File: src/rtl/atomic_seq_pkg.sv
`default_nettype none
// ============================================================================
// Module      : atomic_seq_pkg
// Description : Shared op-codes, FSM state encoding and command field helpers
//               for the atomic sequencer.
// Revision    : 1.0 - initial release
// ============================================================================
package atomic_seq_pkg;

    typedef enum logic [2:0] {
        OP_ADD = 3'b000,
        OP_SUB = 3'b001,
        OP_AND = 3'b010,
        OP_OR  = 3'b011,
        OP_XOR = 3'b100,
        OP_SHL = 3'b101,
        OP_SHR = 3'b110,
        OP_CAS = 3'b111
    } alu_op_e;

    typedef enum logic [1:0] {
        ST_IDLE  = 2'd0,
        ST_ISSUE = 2'd1,
        ST_WB    = 2'd2
    } seq_state_e;

    localparam logic [2:0] c_CAS_OP  = OP_CAS;
    localparam logic [2:0] c_ALU_SUB = OP_SUB;

    // Helpers work on a command zero-extended to the widest supported shape.
    localparam int c_ADDR_MAX_W = 16;
    localparam int c_CMD_MAX_W  = 3 + 3 * c_ADDR_MAX_W;
    localparam int c_SLOT_A3    = 0;
    localparam int c_SLOT_A2    = 1;
    localparam int c_SLOT_A1    = 2;

    function automatic logic [2:0] cmd_op(input logic [c_CMD_MAX_W-1:0] c, input int aw);
        logic [c_CMD_MAX_W-1:0] s;
        s = c >> (3 * aw);
        return s[2:0];
    endfunction

    function automatic logic [c_ADDR_MAX_W-1:0] cmd_field(input logic [c_CMD_MAX_W-1:0] c,
                                                          input int aw, input int slot);
        logic [c_CMD_MAX_W-1:0]  s;
        logic [c_ADDR_MAX_W-1:0] m;
        s = c >> (slot * aw);
        m = ~({c_ADDR_MAX_W{1'b1}} << aw);
        return s[c_ADDR_MAX_W-1:0] & m;
    endfunction

endpackage
`default_nettype wire

File: src/rtl/atomic_regfile.sv
`default_nettype none
// ============================================================================
// Module      : atomic_regfile
// Description : NREG x DATA_W register file; one write port plus a status
//               lane into R[NREG-1], two operand reads, one debug read.
// Revision    : 1.0 - initial release
// ============================================================================
module atomic_regfile #(
    parameter  int DATA_W = 32,
    parameter  int NREG   = 8,
    localparam int AW     = $clog2(NREG)
) (
    input  logic              clk,
    input  logic              rst,
    input  logic              wr_en,
    input  logic [AW-1:0]     wr_addr,
    input  logic [DATA_W-1:0] wr_data,
    input  logic              st_en,
    input  logic              st_val,
    input  logic [AW-1:0]     ra_addr,
    output logic [DATA_W-1:0] ra_data,
    input  logic [AW-1:0]     rb_addr,
    output logic [DATA_W-1:0] rb_data,
    input  logic [AW-1:0]     rd_addr,
    output logic [DATA_W-1:0] rd_data
);

    logic [DATA_W-1:0] r_mem [NREG];

    // The status lane is applied last so it overrides a same-cycle data write.
    always_ff @(posedge clk) begin
        if (rst) begin
            for (int i = 0; i < NREG; i++) begin
                r_mem[i] <= '0;
            end
        end else begin
            if (wr_en) begin
                r_mem[wr_addr] <= wr_data;
            end
            if (st_en) begin
                r_mem[NREG-1] <= DATA_W'(st_val);
            end
        end
    end

    assign ra_data = r_mem[ra_addr];
    assign rb_data = r_mem[rb_addr];
    assign rd_data = r_mem[rd_addr];

endmodule
`default_nettype wire

File: src/rtl/atomic_sequencer.sv
`default_nettype none
// ============================================================================
// Module      : atomic_sequencer
// Description : Issues register-file operands to an external ALU and writes
//               the result back. Define ATOMIC_SEQ_CAS_EN to turn op 3'b111
//               into compare-and-swap.
// Revision    : 1.0 - initial release
// ============================================================================
module atomic_sequencer
    import atomic_seq_pkg::*;
#(
    parameter  int DATA_W = 32,
    parameter  int NREG   = 8,
    localparam int AW     = $clog2(NREG),
    localparam int CMD_W  = 3 + 3 * AW
) (
    input  logic              clk,
    input  logic              rst,
    input  logic [CMD_W-1:0]  cmd,
    input  logic              cmd_valid,
    output logic              cmd_ready,
    output logic [2:0]        alu_op_code,
    output logic [DATA_W-1:0] data_a,
    output logic [DATA_W-1:0] data_b,
    output logic              alu_req,
    input  logic              alu_ack,
    input  logic [DATA_W-1:0] y,
    input  logic              O,
    input  logic              C,
    input  logic              Z,
    input  logic              N,
    output logic [3:0]        flags,
    output logic              busy,
    input  logic [AW-1:0]     rd_addr,
    output logic [DATA_W-1:0] rd_data
);

    seq_state_e              r_state;
    seq_state_e              w_next;
    logic [c_CMD_MAX_W-1:0]  w_cmd_x;
    logic [2:0]              w_in_op;
    logic [AW-1:0]           w_in_a1;
    logic [AW-1:0]           w_in_a2;
    logic [AW-1:0]           w_in_a3;
    logic                    w_in_cas;
    logic [AW-1:0]           r_a3;
    logic [DATA_W-1:0]       r_y;
    logic [3:0]              r_flags;
    logic                    w_accept;
    logic [AW-1:0]           w_rb_addr;
    logic [DATA_W-1:0]       w_ra_data;
    logic [DATA_W-1:0]       w_rb_data;
    logic                    w_wr_en;
    logic [AW-1:0]           w_wr_addr;
    logic [DATA_W-1:0]       w_wr_data;
    logic                    w_st_en;
    logic                    w_st_val;

    assign w_cmd_x = c_CMD_MAX_W'(cmd);
    assign w_in_op = cmd_op(w_cmd_x, AW);
    assign w_in_a1 = AW'(cmd_field(w_cmd_x, AW, c_SLOT_A1));
    assign w_in_a2 = AW'(cmd_field(w_cmd_x, AW, c_SLOT_A2));
    assign w_in_a3 = AW'(cmd_field(w_cmd_x, AW, c_SLOT_A3));

`ifdef ATOMIC_SEQ_CAS_EN
    logic          r_cas;
    logic [AW-1:0] r_a1;
    logic [AW-1:0] r_a2;

    assign w_in_cas = (w_in_op == c_CAS_OP);
    // Port B fetches the expected value at accept and the swap value in WB.
    assign w_rb_addr = (r_state == ST_IDLE) ? (w_in_cas ? w_in_a3 : w_in_a2) : r_a2;

    always_ff @(posedge clk) begin
        if (rst) begin
            r_cas <= 1'b0;
            r_a1  <= '0;
            r_a2  <= '0;
        end else if (w_accept) begin
            r_cas <= w_in_cas;
            r_a1  <= w_in_a1;
            r_a2  <= w_in_a2;
        end
    end
`else
    assign w_in_cas  = 1'b0;
    assign w_rb_addr = w_in_a2;
`endif

    atomic_regfile #(
        .DATA_W (DATA_W),
        .NREG   (NREG)
    ) u_regfile (
        .clk     (clk),
        .rst     (rst),
        .wr_en   (w_wr_en),
        .wr_addr (w_wr_addr),
        .wr_data (w_wr_data),
        .st_en   (w_st_en),
        .st_val  (w_st_val),
        .ra_addr (w_in_a1),
        .ra_data (w_ra_data),
        .rb_addr (w_rb_addr),
        .rb_data (w_rb_data),
        .rd_addr (rd_addr),
        .rd_data (rd_data)
    );

    always_ff @(posedge clk) begin
        if (rst) begin
            r_state <= ST_IDLE;
        end else begin
            r_state <= w_next;
        end
    end

    always_comb begin
        w_next = r_state;
        case (r_state)
            ST_IDLE:  if (w_accept) w_next = ST_ISSUE;
            ST_ISSUE: if (alu_ack)  w_next = ST_WB;
            ST_WB:    w_next = ST_IDLE;
            default:  w_next = ST_IDLE;
        endcase
    end

    always_comb begin
        cmd_ready = (r_state == ST_IDLE);
        busy      = (r_state != ST_IDLE);
        w_accept  = cmd_valid && (r_state == ST_IDLE);
        w_wr_en   = 1'b0;
        w_wr_addr = r_a3;
        w_wr_data = r_y;
        w_st_en   = 1'b0;
        w_st_val  = 1'b0;
        if (r_state == ST_WB) begin
`ifdef ATOMIC_SEQ_CAS_EN
            if (r_cas) begin
                // flags[1] is the captured Z: equal means the swap happens.
                w_wr_en   = r_flags[1];
                w_wr_addr = r_a1;
                w_wr_data = w_rb_data;
                w_st_en   = 1'b1;
                w_st_val  = r_flags[1];
            end else begin
                w_wr_en = 1'b1;
            end
`else
            w_wr_en = 1'b1;
`endif
        end
    end

    always_ff @(posedge clk) begin
        if (rst) begin
            alu_op_code <= 3'b000;
            data_a      <= '0;
            data_b      <= '0;
            alu_req     <= 1'b0;
            r_a3        <= '0;
            r_y         <= '0;
            r_flags     <= 4'b0000;
        end else begin
            if (w_accept) begin
                alu_op_code <= w_in_cas ? c_ALU_SUB : w_in_op;
                data_a      <= w_ra_data;
                data_b      <= w_rb_data;
                alu_req     <= 1'b1;
                r_a3        <= w_in_a3;
            end
            if ((r_state == ST_ISSUE) && alu_ack) begin
                alu_req <= 1'b0;
                r_y     <= y;
                r_flags <= {O, C, Z, N};
            end
        end
    end

    assign flags = r_flags;

endmodule
`default_nettype wire

File: config.mk
export PLATFORM = sky130hd
export DESIGN_NAME = atomic_sequencer
export DESIGN_NICKNAME = d
export VERILOG_FILES = /design/src/rtl/atomic_seq_pkg.sv /design/src/rtl/atomic_regfile.sv /design/src/rtl/atomic_sequencer.sv
export SDC_FILE = /design/constraint.sdc
export NUM_CORES = 1
export LEC_CHECK = 0
export BUFFER_PORTS_ARGS = -buffer_cell sky130_fd_sc_hd__buf_4
export CAP_MARGIN = 20
export CORE_ASPECT_RATIO = 1.4
export CORE_MARGIN = 5
export CORE_UTILIZATION = 55
export DETAILED_ROUTE_END_ITERATION = 7
export HOLD_SLACK_MARGIN = 0.12
export PLACE_DENSITY = 0.75
export SKIP_CTS_REPAIR_TIMING = 1
export SYNTH_ARGS = -nofsm -noshare
export SYNTH_HDL_FRONTEND = slang
export SYNTH_HIERARCHICAL = 1
export SYNTH_SLANG_ARGS = --single-unit
File: constraint.sdc
create_clock -name clk -period 3.8 [get_ports clk]
set_input_delay 0.57 -clock clk [delete_from_list [all_inputs] [get_ports clk]]
set_output_delay 0.57 -clock clk [all_outputs]
set_load 0.01 [all_outputs]
==> out/qor.csv <==
stage,metric,value,unit
outcome,status,"complete, no violations",
floorplan,Initial Util,0.559,
route,routed wire length,53.3,mm
timing,Tightest Pin Transition,1.16,ns
logic_synthesis,Synth Cell Area,19600,sq um
timing,Worst Skew,0.0163,ns
place,HPWL Detailed,31.6,mm
worst_setup_path,WP data arrival,2.41,ns
worst_setup_path,CP Launch Type,input port,
logic_synthesis,"top cells by area, synth","edfxtp_1, mux4_1, dfxtp_1, mux4_2, nor3_1",
route,DRC,0,
timing,final period demand of the worst path,2.98,ns
final_layout,"commonest non-fill, non-tap cells in the layout","nor3_1, edfxtp_1, nand2_1, buf_4, mux4_1",
timing,final-report hold violation count,0,
logic_synthesis,synthesis-stage register bit count,365,
logic_synthesis,post-synth cell types,32,
timing,final slew viol count,0,
final_layout,final instance area,22100,sq um
power_and_ir_drop,leakage power,7.98,nW
worst_setup_path,CP bufs+invs,3,
route,vias per std cell,6.75,
place,dpl cell area,20900,sq um
timing,final period utilization,0.784,
grt,vias in the first global route,13875,
worst_setup_path,CP peak stage delay,0.62,ns
worst_setup_path,crit path max fanout,23,
grt,first-pass GRT wire length,82.1,mm
clock_network,CTS tree,yes,
power_and_ir_drop,combinational power share,0.129,
logic_synthesis,post-synth top area share,0.392,
power_and_ir_drop,Sw Pwr,0.00231,W
timing,slew margin rel.,0.227,
route,total number of vias,13544,
route,post-DR wirelength/cell,26.6,um
floorplan,full die area,39600,sq um
grt,pin count of the biggest net entering global routing,97,
logic_synthesis,post-synth top area cell,edfxtp_1,
final_layout,Synth-to-Final Area Change,12.6,%
grt,Tot GR Track Use,0.269,
logic_synthesis,register area share after synthesis,0.503,
timing,Final TNS setup,0,ns
final_layout,Diodes inserted,0,
floorplan,die width,170,um
place,# port buffers,160,
floorplan,IO Count,161,
worst_setup_path,Critical Path Slowest Stage Cell,mux4_1,
timing,setup violators final,0,
floorplan,total core area,35100,sq um
clock_network,Clock Sinks,365,
final_layout,final core occ,0.630,
floorplan,Die H,233,um
grt,total gr overflow,0,
timing,RSZ-0062 raised after global routing,false,
logic_synthesis,"Avg Cell Area, Syn",13.6,sq um
route,DRT antenna net count,0,
worst_setup_path,most frequent CP cell,buf_4,
clock_network,CTS Root Cell,clkbuf_16,
clock_network,H-tree Lvls,2,
floorplan,row count,81,
timing,Peak Freq,336,MHz
power_and_ir_drop,Internal Pwr Total,0.00700,W
timing,final hold slack,0.275,ns
worst_setup_path,CP cell instances,"buf_4, buf_4, mux4_1, mux2_2, buf_4",
power_and_ir_drop,Pwr Density,421,nW/um^2
worst_setup_path,WS Path Type,input port to output port,
grt,initial antenna violation count,0,
place,routability cong.,0.850,
power_and_ir_drop,Worst IR Drop VDD,0.343,mV
logic_synthesis,synth warn,6,
clock_network,"Reg clk slew, reported paths",0.06,ns
final_layout,final net count,1580,
clock_network,clk buf depth,3,
logic_synthesis,gate count of the mapped netlist,1439,
power_and_ir_drop,Sw Ratio,0.248,
timing,final worst slack,0.821,ns
worst_setup_path,"CP delay by family, top",buffers and inverters,
logic_synthesis,post-synthesis async set-or-reset flop share,0,
final_layout,layout cells sized above 1,0.280,
route,DR pass1 iterations,6,
power_and_ir_drop,sequential power share,0.486,
worst_hold_path,Worst Hold Class,input port to register,
route,First DRT Iteration DRCs,1391,
power_and_ir_drop,Clk pwr share,0.385,
logic_synthesis,"Top FF cell, synth",edfxtp_1,
job,Max-Cap Viols,0,
worst_setup_path,Worst Path Required,3.23,ns
clock_network,CTS Buf Count,37,
clock_network,Clock Latency Late Sink,0.53,ns
logic_synthesis,Post-synth EDFFs,256,
place,"worst slack, placed",0.824,ns
worst_setup_path,crit end category,output port,
synth_stat cells, types with 2 or more instances:
cell type	instances
buf_1	16
mux4_1	120
buf_2	40
edfxtp_1	256
nand2b_1	2
buf_6	30
mux4_2	72
inv_1	3
o21ai_0	2
or3b_1	2
nor2_1	2
a21oi_1	107
buf_8	7
or2_2	2
nand3b_1	2
o21bai_1	8
buf_4	4
mux2_2	95
clkbuf_1	50
clkinv_1	31
nand2_1	214
dfxtp_1	109
nor3_1	256
flip-flops by register name, indices dropped and copies added (netlist names):
signal / count
flags: 4
data_b: 32
alu_req: 1
r_state: 2
r_y: 32
r_a3: 3
alu_op_code: 3
u_regfile/r_mem: 256
data_a: 32
layout make-up:
| cell class | count | area, sq um |
|---|---|---|
| Fill cell | 2653 | 13000 |
| Sequential cell | 365 | 9870 |
| Multi-Input combinational cell | 896 | 8810 |
| Timing Repair Buffer | 191 | 1510 |
| Clock buffer | 45 | 1040 |
| Tap cell | 456 | 571 |
| Clock inverter | 21 | 148 |
| Inverter | 34 | 128 |
power by group through the flow:
| stage | Sequential (W) | Combinational, W | Clock (W) |
|---|---|---|---|
| global placement | 0.00459 | 0.00117 | 0 |
| finish | 0.00452 | 0.00120 | 0.00358 |
| floorplan | 0.00458 | 0.000792 | 0 |
| global route | 0.00454 | 0.00127 | 0.00380 |
| detailed placement | 0.00460 | 0.00119 | 0 |
| CTS | 0.00452 | 0.00120 | 0.00363 |
final timing paths:
check                                              from                              endpoint  slack [ns]  depth (start not counted)
worst min-delay path                              y[26]                  r_y[26]$_SDFFE_PP0P_        0.27                          3
worst max-delay path                         rd_addr[0]                           rd_data[15]        0.82                          5
worst max register to register  r_state[0]$_SDFFE_PP0P_  u_regfile/r_mem[4][19]$_SDFFCE_PN0P_        1.03                          4
worst min register to register   data_a[9]$_SDFFE_PP0P_                data_a[9]$_SDFFE_PP0P_        0.45                          2
cells by family (layout without fill, tap and decap cells):
| logic type | after synthesis | in the layout | synth area share |
|---|---|---|---|
| buf+inv | 181 | 291 | 0.0535 |
| other cells | 1 | 4 | 0.000191 |
| simple gates | 485 | 485 | 0.112 |
| compound gates | 118 | 118 | 0.0313 |
| flops | 365 | 365 | 0.503 |
| mux | 289 | 289 | 0.299 |
per-layer routing:
metal  share of wire  GRT usage  up-vias  wire length, um
li1                -          -     5829                -
met1            0.37      0.351     6705            19500
met2            0.50      0.448      882            26500
met3            0.10     0.0562      128             5330
met4           0.037     0.0999        0             1990
met5               0          0        -                0
per-stage QoR:
step                power, W  std cells
floorplan            0.00537       1442
global placement     0.00576       1942
detailed placement   0.00580       1942
CTS                  0.00935       2008
global route         0.00961       2008
finish               0.00930       2008
tightest hold or removal path, stage by stage:
cell	delay [ns]
buf_4	0.11
nand2_1	0.04
a21oi_1	0.05
No activity file was read; power rests on OpenSTA's default activity.
